## src/rtl/uart_rx_fifo_if.sv

```systemverilog
// uart_rx_fifo_if: PicoRV32 native bus slice with block select (master = CPU side, slave = peripheral)
interface uart_rx_fifo_if;
  logic        enable;
  logic        mem_valid;
  logic        mem_ready;
  logic        mem_instr;
  logic [3:0]  mem_wstrb;
  logic [31:0] mem_wdata;
  logic [31:0] mem_addr;
  logic [31:0] mem_rdata;
  modport master (output enable, mem_valid, mem_instr, mem_wstrb, mem_wdata, mem_addr,
                  input mem_ready, mem_rdata);
  modport slave  (input enable, mem_valid, mem_instr, mem_wstrb, mem_wdata, mem_addr,
                  output mem_ready, mem_rdata);
endinterface

```

## src/rtl/uart_rx_fifo.sv

```systemverilog
// uart_rx_fifo: 16x oversampling UART receiver with FIFO, FE/PE/OVR flags on the PicoRV32 bus
// Ports: clk, resetn (async active-low), bus (uart_rx_fifo_if.slave), serial_in (RX line), irq_o.
// Build option: define UART_RX_PARITY_EN to add a parity bit and CTRL[16] odd-parity select.
module uart_rx_fifo #(
  parameter int DEFAULT_DIV = 27,
  parameter int FIFO_AW     = 4
) (
  input  logic                 clk,
  input  logic                 resetn,
  uart_rx_fifo_if.slave        bus,
  input  logic                 serial_in,
  output logic                 irq_o
);
  localparam int DEPTH = 1 << FIFO_AW;
  localparam logic [2:0] IDLE = 3'd0, START = 3'd1, DATA = 3'd2, STOP = 3'd4;
`ifdef UART_RX_PARITY_EN
  localparam logic [2:0] PARITY = 3'd3;
`endif
  logic              s1, s2, rx_d, rx, fall;
  logic [15:0]       div, div_m1, tcnt;
  logic              tick;
  logic [2:0]        state, bc;
  logic [3:0]        sc;
  logic [7:0]        shreg;
  logic              pe_q, odd, ovr;
  logic [9:0]        mem [DEPTH];
  logic [9:0]        head;
  logic [FIFO_AW-1:0] wp, rp;
  logic [FIFO_AW:0]  level;
  logic              full, empty, acc, rd, wr, pop, push, do_push, ctrl_wr, stat_wr;
  logic [1:0]        reg_sel;
  logic [31:0]       rd_val;
  logic              unused;
  assign unused  = ^{bus.mem_instr, bus.mem_addr[31:4], bus.mem_addr[1:0], bus.mem_wdata[31:16]};
  assign rx      = s2;
  assign fall    = rx_d & ~rx;
  assign div_m1  = (div > 16'd1) ? div - 16'd1 : 16'd0;
  // >= so a DIV shrunk below the running count still wraps promptly
  assign tick    = tcnt >= div_m1;
  assign acc     = bus.mem_valid & bus.enable & ~bus.mem_ready;
  assign rd      = acc & ~|bus.mem_wstrb;
  assign wr      = acc & |bus.mem_wstrb;
  assign reg_sel = bus.mem_addr[3:2];
  assign ctrl_wr = wr & (reg_sel == 2'd2);
  assign stat_wr = wr & (reg_sel == 2'd1);
  assign empty   = level == '0;
  assign full    = level == (FIFO_AW+1)'(DEPTH);
  assign pop     = rd & (reg_sel == 2'd0) & ~empty;
  assign push    = (state == STOP) & tick & (sc == 4'd15) & ~ctrl_wr;
  // a pop in the same cycle frees the slot, so a push into a full FIFO still lands
  assign do_push = push & (~full | pop);
  assign head    = mem[rp];
  assign irq_o   = ~empty | ovr;
`ifdef UART_RX_PARITY_EN
  always_ff @(posedge clk or negedge resetn)
    if (!resetn) odd <= 1'b0;
    else if (ctrl_wr) odd <= bus.mem_wdata[16];
`else
  assign odd = 1'b0;
`endif
  assign rd_val = (reg_sel == 2'd0) ? (empty ? 32'h100 : {21'b0, head[9:8], 1'b0, head[7:0]}) :
                  (reg_sel == 2'd1) ? {14'b0, ovr, full, 16'(level)} :
                  (reg_sel == 2'd2) ? {15'b0, odd, div} : 32'd0;
  always_ff @(posedge clk or negedge resetn)
    if (!resetn) begin
      s1   <= 1'b1;
      s2   <= 1'b1;
      rx_d <= 1'b1;
      tcnt <= '0;
    end else begin
      s1   <= serial_in;
      s2   <= s1;
      rx_d <= s2;
      tcnt <= tick ? 16'd0 : tcnt + 16'd1;
    end
  always_ff @(posedge clk or negedge resetn)
    if (!resetn) begin
      state <= IDLE;
      sc    <= '0;
      bc    <= '0;
      shreg <= '0;
      pe_q  <= 1'b0;
    end else if (ctrl_wr) begin
      state <= IDLE;
    end else begin
      case (state)
        IDLE: if (fall) begin
          state <= START;
          sc    <= '0;
        end
        START: if (tick) begin
          sc <= sc + 4'd1;
          if (sc == 4'd7) begin
            sc    <= '0;
            bc    <= '0;
            state <= rx ? IDLE : DATA;
          end
        end
        DATA: if (tick) begin
          sc <= sc + 4'd1;
          if (sc == 4'd15) begin
            shreg <= {rx, shreg[7:1]};
            bc    <= bc + 3'd1;
`ifdef UART_RX_PARITY_EN
            if (bc == 3'd7) state <= PARITY;
`else
            if (bc == 3'd7) state <= STOP;
`endif
          end
        end
`ifdef UART_RX_PARITY_EN
        PARITY: if (tick) begin
          sc <= sc + 4'd1;
          if (sc == 4'd15) begin
            pe_q  <= ^shreg ^ rx ^ odd;
            state <= STOP;
          end
        end
`endif
        STOP: if (tick) begin
          sc <= sc + 4'd1;
          if (sc == 4'd15) state <= IDLE;
        end
        default: state <= IDLE;
      endcase
    end
  always_ff @(posedge clk)
    if (do_push) mem[wp] <= {pe_q, ~rx, shreg};
  always_ff @(posedge clk or negedge resetn)
    if (!resetn) begin
      wp            <= '0;
      rp            <= '0;
      level         <= '0;
      ovr           <= 1'b0;
      div           <= 16'(DEFAULT_DIV);
      bus.mem_ready <= 1'b0;
      bus.mem_rdata <= '0;
    end else begin
      wp            <= wp + FIFO_AW'(do_push);
      rp            <= rp + FIFO_AW'(pop);
      level         <= level + (FIFO_AW+1)'(do_push) - (FIFO_AW+1)'(pop);
      ovr           <= (ovr & ~(stat_wr & bus.mem_wdata[17])) | (push & full & ~pop);
      div           <= ctrl_wr ? bus.mem_wdata[15:0] : div;
      bus.mem_ready <= acc;
      bus.mem_rdata <= acc ? rd_val : 32'd0;
    end
endmodule

```

## src/flat_wrapper.sv

```systemverilog
// flat-port wrapper written by rule: the top's interface ports become plain ports
module uart_rx_fifo_flat 
#(
  parameter int DEFAULT_DIV = 27,
  parameter int FIFO_AW     = 4
)
  (clk, resetn, serial_in, irq_o, bus_enable, bus_mem_valid, bus_mem_instr, bus_mem_wstrb, bus_mem_wdata, bus_mem_addr, bus_mem_ready, bus_mem_rdata);
  uart_rx_fifo_if bus_i ();
  input  logic clk;
  input  logic resetn;
  input  logic serial_in;
  output logic irq_o;
  input wire logic [$bits(bus_i.enable)-1:0] bus_enable;
  input wire logic [$bits(bus_i.mem_valid)-1:0] bus_mem_valid;
  input wire logic [$bits(bus_i.mem_instr)-1:0] bus_mem_instr;
  input wire logic [$bits(bus_i.mem_wstrb)-1:0] bus_mem_wstrb;
  input wire logic [$bits(bus_i.mem_wdata)-1:0] bus_mem_wdata;
  input wire logic [$bits(bus_i.mem_addr)-1:0] bus_mem_addr;
  output wire logic [$bits(bus_i.mem_ready)-1:0] bus_mem_ready;
  output wire logic [$bits(bus_i.mem_rdata)-1:0] bus_mem_rdata;
  assign bus_i.enable = bus_enable;
  assign bus_i.mem_valid = bus_mem_valid;
  assign bus_i.mem_instr = bus_mem_instr;
  assign bus_i.mem_wstrb = bus_mem_wstrb;
  assign bus_i.mem_wdata = bus_mem_wdata;
  assign bus_i.mem_addr = bus_mem_addr;
  assign bus_mem_ready = bus_i.mem_ready;
  assign bus_mem_rdata = bus_i.mem_rdata;
  uart_rx_fifo #(.DEFAULT_DIV(DEFAULT_DIV), .FIFO_AW(FIFO_AW)) u_core (.clk(clk), .resetn(resetn), .bus(bus_i), .serial_in(serial_in), .irq_o(irq_o));
endmodule
```

## config.mk

```make
export PLATFORM = sky130hd
export DESIGN_NAME = uart_rx_fifo_flat
export DESIGN_NICKNAME = d
export VERILOG_FILES = /design/src/rtl/uart_rx_fifo_if.sv /design/src/rtl/uart_rx_fifo.sv /design/src/flat_wrapper.sv
export SDC_FILE = /design/constraint.sdc
export NUM_CORES = 1
export LEC_CHECK = 0
export CORE_MARGIN = 5
export CORE_UTILIZATION = 55
export CTS_BUF_LIST = sky130_fd_sc_hd__clkbuf_4 sky130_fd_sc_hd__clkbuf_8 sky130_fd_sc_hd__clkbuf_16
export CTS_CLUSTER_SIZE = 8
export DETAILED_ROUTE_END_ITERATION = 8
export GPL_TIMING_DRIVEN = 0
export PLACE_DENSITY = 0.79
export SYNTH_ARGS = -nofsm -noshare
export SYNTH_HDL_FRONTEND = slang
export SYNTH_SLANG_ARGS = --single-unit
```

## constraint.sdc

```tcl
create_clock -name clk -period 6.4 [get_ports clk]
set_input_delay 1.28 -clock clk [delete_from_list [all_inputs] [get_ports clk]]
set_output_delay 1.28 -clock clk [all_outputs]
set_load 0.01 [all_outputs]
```

Word-level counts from Yosys, hierarchy flattened
Memory sizes are Yosys's and may differ from the RTL's.
Cells that the tools add are included.
{"block": "totals", "input_bits": 74, "register_bits": 100, "rom_bits": 0, "mem_count": 1, "output_inout_bits": 34, "wordCells": 118, "mem_bits_rw": 160, "latch_bits": 0}
{"block": "op_classes", "div": 0, "n_bitwise": 27, "n_addsub": 8, "muxes": 30, "magnitude_cmp": 2, "eq_ne": 23, "n_mul": 0, "n_reduce_logical": 12, "n_shift": 0}
{"name": "u_core.mem", "depth": 16, "word_bits": 10, "rd": 1, "rd_ports_with_merged_regs": 0, "write_ports": 1, "line_no": "uart_rx_fifo.sv:26", "rtl": "logic [9:0] mem [DEPTH];"}
{"op": "$mux 32", "n": 3}
{"op": "$mux 16", "n": 3}
{"op": "$mux 3", "n": 13}
{"op": "$ne 3x1->1 const B", "n": 7}
{"op": "$and 1x1->1", "n": 17}
{"op": "$add 16x1->16 const B", "n": 1}
{"op": "$ge 16x16->1", "n": 1}
{"op": "$gt 16x1->1 const B", "n": 1}
{"op": "$mux 4", "n": 4}
{"op": "$sub 16x1->16 const B", "n": 1}
{"op": "$ne 2x1->1 const B", "n": 6}
{"op": "$pmux 3 s4", "n": 1}
{"op": "$pmux 4 s3", "n": 1}
{"op": "$mux 11", "n": 1}
{"op": "$add 4x1->4", "n": 2}
{"op": "$reduce_and 8->1", "n": 1}
{"op": "$not 1->1", "n": 7}
{"op": "$eq 3x3->1 const B", "n": 2}
{"op": "$pmux 3 s2", "n": 1}
{"op": "$reduce_and 6->1", "n": 1}
{"op": "$add 5x1->5", "n": 1}
{"op": "$eq 5x5->1 const B", "n": 1}
{"op": "$logic_not 5->1", "n": 1}
{"op": "$reduce_and 5->1", "n": 1}
{"op": "other kinds (21)", "n": 24}

Logic depth before layout (Yosys ltp)
{"block": "depth", "ltp_word": 9, "depth_mapped": 20, "ltp_nobuf": 19}

Least setup slack after synthesis
OpenSTA, ideal clock, no wires.
{"block": "synth_timing", "path_type": "reg-to-reg", "startpoint": "register u_core.div[8]", "endpoint": "memory u_core.mem[6][0] (enable)", "setup_time_ns": 0.399, "synth_period_minus_slack_ns": 4.695, "path_slack_ns": 1.705, "required_time_ns": 6.001, "n_path_buf": 2, "t_arrival_ns": 4.296, "path_stages_with_launch": 15, "cell_sequence": "dfrtp_1 > or4_4 > nor4_4 > nand2_2 > or4_4 > buf_6 > nand2_1 > ha_1 > nand4_1 > nor3_1 > or4b_1 > nand3_2 > nand4b_4 > buf_6 > nor4_1"}
{"block": "synth_between", "elab_chain_len": 9, "elab_cells_between_ends": 10, "cone_classes": "1 x add/sub; 2 x order compare; 3 x mux; 4 x bitwise"}
{"item": "from (decl)", "line_no": "uart_rx_fifo.sv:20", "rtl": "logic [15:0] div, div_m1, tcnt;"}
{"item": "from (signal assigned)", "line_no": "uart_rx_fifo.sv:135", "rtl": "div <= 16'(DEFAULT_DIV);"}
{"item": "from (signal assigned)", "line_no": "uart_rx_fifo.sv:143", "rtl": "div <= ctrl_wr ? bus.mem_wdata[15:0] : div;"}
{"item": "$sub 16x1->16 / $gt 16x1->1 (equally long branches)", "line_no": "uart_rx_fifo.sv:37", "rtl": "assign div_m1 = (div > 16'd1) ? div - 16'd1 : 16'd0;"}
{"item": "$mux 16 *", "line_no": "uart_rx_fifo.sv:37"}
{"item": "$ge 16x16->1 *", "line_no": "uart_rx_fifo.sv:39", "rtl": "assign tick = tcnt >= div_m1;"}
{"item": "$and 1x1->1 * (3 in a row)", "line_no": "uart_rx_fifo.sv:49", "rtl": "assign push = (state == STOP) & tick & (sc == 4'd15) & ~ctrl_wr;"}
{"item": "$and 1x1->1 *", "line_no": "uart_rx_fifo.sv:51", "rtl": "assign do_push = push & (~full | pop);"}
{"item": "$mux 1 *", "line_no": "uart_rx_fifo.sv:128", "rtl": "if (do_push) mem[wp] <= {pe_q, ~rx, shreg};"}
{"item": "$mux 1 (not written as such) *", "line_no": "uart_rx_fifo.sv:128"}
{"item": "to (decl)", "line_no": "uart_rx_fifo.sv:26"}
Mark *: on every way between the ends. The rest lies on a longest branch, timed or not.

Final worst setup path
{"block": "layout_timing", "startpoint": "register u_core.div[8]", "endpoint": "register u_core.level[4]"}
{"block": "layout_between", "elab_chain_len": 9, "elab_cells_between_ends": 10, "cone_classes": "3 x add/sub; 2 x order compare; 1 x mux; 4 x bitwise"}
{"item": "$sub 16x1->16 / $gt 16x1->1 (equally long branches)", "line_no": "uart_rx_fifo.sv:37"}
{"item": "$mux 16 *", "line_no": "uart_rx_fifo.sv:37"}
{"item": "$ge 16x16->1 *", "line_no": "uart_rx_fifo.sv:39"}
{"item": "$and 1x1->1 * (3 in a row)", "line_no": "uart_rx_fifo.sv:49"}
{"item": "$and 1x1->1 *", "line_no": "uart_rx_fifo.sv:51"}
{"item": "$add 5x1->5 *", "line_no": "uart_rx_fifo.sv:141", "rtl": "level <= level + (FIFO_AW+1)'(do_push) - (FIFO_AW+1)'(pop);"}
{"item": "$sub 5x1->5 *", "line_no": "uart_rx_fifo.sv:141"}
{"item": "to (signal assigned)", "line_no": "uart_rx_fifo.sv:141"}
{"item": "to (decl)", "line_no": "uart_rx_fifo.sv:29", "rtl": "logic [FIFO_AW:0] level;"}
Marked as above.
A chain may end at the register's enable or synchronous reset.

==> results_dict.tcl <==
set metrics [dict create \
    status "finished, final reports clean" \
    setup_viol 0 \
    pwr-share-comb 0.111 \
    pwr-share-clk 0.447 \
    synth.most_common_cell "edfxtp_1" \
    grt_pass1_wl_um 37480 \
    grt.total_usage 0.2258 \
    leakagePower_nw 5.072 \
    ys_ff_latch 230 \
    num-fill-cells 1113 \
    finalHoldViolCount 0 \
    reg2reg_from "u_core.div[8]" \
    cts_setup_buffers 0 \
    cp_max_fo 10 \
    routed_wl_um 23630 \
    worstHoldEndpoint "u_core.rx" \
    met1_length_um 9448 \
    die-area_um2 21130 \
    final_max_slew_viol_count 0 \
    regArea_um2 6485 \
    routed_via_density 6.091 \
    first_global_vias 6445 \
    drv_cap 0 \
    io-pin-count 108 \
    diodes 0 \
    initial_core_util 0.5592 \
    gp_congestion 0.8544 \
    cts.sinks 230 \
    portBuffers 47 \
    ys_warn_count 1 \
    cts_resized 0 \
    die_y_um 145.4 \
    synthTopCellsByCount "144 x edfxtp_1, 79 x dfrtp_1, 45 x mux4_2, 44 x nand2_1" \
    cp-start-kind "flop" \
    grt_max_degree 76 \
    hp-start "u_core.s1" \
    rsz0062_at_grt "no" \
    grt-ovfl-total 0 \
    nNetsFinal 872 \
    vias 6207 \
    synth.area.top_cells "edfxtp_1 43%, dfrtp_1 20%, mux4_2 10%, ha_1 4.0%, mux2_2 2.8%" \
    cts_hold_buffers 0 \
    vdd_drop_max_uv 270.0 \
    yosysTopAreaCell "edfxtp_1" \
    synth_top_cell_area_share 0.4290 \
    post-route-drc-count 0 \
    fin_crit_ns 5.210 \
    synth_cell_type_count 57 \
    rows 49 \
    p_int_w 0.002972 \
    numCtsBuffers 34 \
    antenna_found_initial 0 \
    clock_skew_ns 0.01591 \
    wire_per_inst_um 23.19 \
    clockRootBuffer "clkbuf_16" \
    drt_iter0_markers 537 \
    cp.required_ns 6.84 \
    r2r_cells 19 \
    p_total_w 0.003953 \
    synth-seq-area-share 0.6434 \
    synthArstFlopShare 0.3739 \
    ys.flop_type "edfxtp_1" \
    worst_pin_slew_ns 0.9936 \
    ant_nets 0 \
    hold_path.class "flop to flop" \
    clkTransAtPathRegs_ns 0.05 \
    route.met2.wl_um 11470 \
    wl_met3_um 2026 \
    setup_tns_ns 0 \
    netSwitchingFraction 0.2480 \
    maxSlewHeadroom 0.3352 \
    critical_path.endpoint_type "flop" \
    arrival_ns 5.65 \
    synth-edff-count 144 \
    fin_crit_sh 0.8141 \
    multiInputGateArea_um2 3395 \
    area_growth_pct 20.43 \
    top_layer "met4" \
    post-dp-hpwl_um 15040 \
    htree_levels 2 \
    p_seq_frac 0.442 \
    synth_cells 656 \
    avgSynthCellArea_um2 15.37 \
    first_pass_iters 5 \
    clockBufferDepth 3 \
    fp.coreArea_um2 18020 \
    holdPathStages 0 \
    clock.fmax_mhz 191.9 \
    r2r_end "u_core.level[4]" \
    insertion_delay_ns 0.52 \
    cts_tree "built" \
    worst-setup-path-type "flop to flop" \
    die_x_um 145.4 \
    ff2ff_setup_slack_ns 1.19 \
    syn-cell-area_um2 10080 \
    p_switching_w 0.0009802 \
    powerDensity_nw_per_um2 325.6 \
    drive_gt1_frac 0.2456 \
]
==> area by class of cell <==
type	instances	area share
flip-flops and latches	230	0.5342
repair buffers	60	0.04741
well taps	229	0.02360
plain buffers	34	0.01680
clock buffers	58	0.08545
inverters	26	0.008040
multi-input cells	379	0.2796
clock inverters	3	0.004844
==> critical path: stages, from the launching register on <==
cell and delay [ns]:
dfrtp_1 0.44, or4_4 0.61, nor4_4 0.22, nand2_2 0.12, or4_4 0.54, and2_2 0.22, ha_1 0.26, nand2b_1 0.13
a2111oi_0 0.42, or4b_1 0.20, nand3_2 0.24, nand4b_4 0.29, buf_6 0.18, inv_1 0.13, ha_1 0.25, fa_1 0.42
a21oi_1 0.16, nor2_1 0.06, nor2_1 0.11, xnor2_1 0.12
==> cells by family after synthesis <==
| family | count (synthesis) | synth area share |
|---|---|---|
| buffers and inverters | 60 | 0.02991 |
| AND/OR/NAND/NOR | 172 | 0.09049 |
| flip-flops | 230 | 0.6434 |
| multiplexers | 73 | 0.1315 |
| AO/OA/AOI/OAI | 55 | 0.03476 |
| other | 1 | 0.0003720 |
| adder cells (fa/ha/maj) | 34 | 0.04270 |
| XOR/XNOR | 31 | 0.02694 |
==> through the flow <==
step | utilization | std cells | hold WS, ns | setup WS, ns | area (um^2)
after CTS | 0.6725 | 1018 | 0.3561 | 0.9561 | 12120
after global routing | 0.6735 | 1019 | 0.3612 | 0.9381 | 12140
after detailed placement | 0.6117 | 957 | 0.3490 | 0.9811 | 11030
final | 0.6735 | 1019 | 0.3539 | 1.190 | 12140
after global placement | 0.6039 | 945 | 0.3483 | 0.7003 | 10890
after floorplan | - | 669 | 0.3452 | 1.705 | 10130
==> power groups by stage <==
stage	clock [W]	combinational (W)	sequential, W
CTS	0.00179	0.000441	0.00174
global placement	0	0.000398	0.00176
global route	0.00186	0.000495	0.00175
detailed placement	0	0.000430	0.00177
floorplan	0	0.000316	0.00174
finish	0.00177	0.000439	0.00175
==> per-layer routing <==
layer | vias up | track usage
met2 | 335 | 0.3669
li1 | 2668 | -
met1 | 3143 | 0.3068
met5 | - | 0
met3 | 61 | 0.05076
met4 | 0 | 0.07416
==> worst max-delay path by stage <==
stage / end / from / cells past startpoint
after floorplan: u_core.mem[6][0] / u_core.div[8] / 14
final: u_core.level[4] / u_core.div[8] / 19
after CTS: u_core.mem[10][7] / u_core.div[8] / 14
after global placement: u_core.mem[6][2] / u_core.div[8] / 14
after global routing: u_core.level[4] / u_core.div[8] / 19
after detailed placement: u_core.mem[15][2] / u_core.div[8] / 14
==> registers in the layout (all words and copies together), names as in the netlist <==
register              count
u_core.sc                 4
u_core.tcnt              16
u_core.wp                 4
u_core.state              3
u_core.mem              144
u_core.rx_d               1
u_core.rp                 4
u_core.bus.mem_ready      1
u_core.div               16
u_core.level              5
u_core.bc                 3
u_core.shreg              8
u_core.s1                 1
u_core.bus.mem_rdata     18
u_core.rx                 1
u_core.ovr                1
==> layout by cell type (no fill, tap or decap), drive strengths merged, types with 8 or more instances in the layout <==
cell           Yosys  final
xnor2             12     12
dfrtp             79     79
clkbuf            10     68
nor4              11     11
and3               8      8
inv               26     28
conb               1     14
edfxtp           144    144
clkdlybuf4s50      0     46
a21oi             13     13
and2               8      8
nor3              23     23
buf               24     38
mux4              45     45
nand2b            10     10
nand3             13     13
xor2              19     19
mux2              25     25
ha                32     32
nand2             45     45
o21ai             14     14
nor2              32     32
No activity file was read; power rests on OpenSTA's default activity.
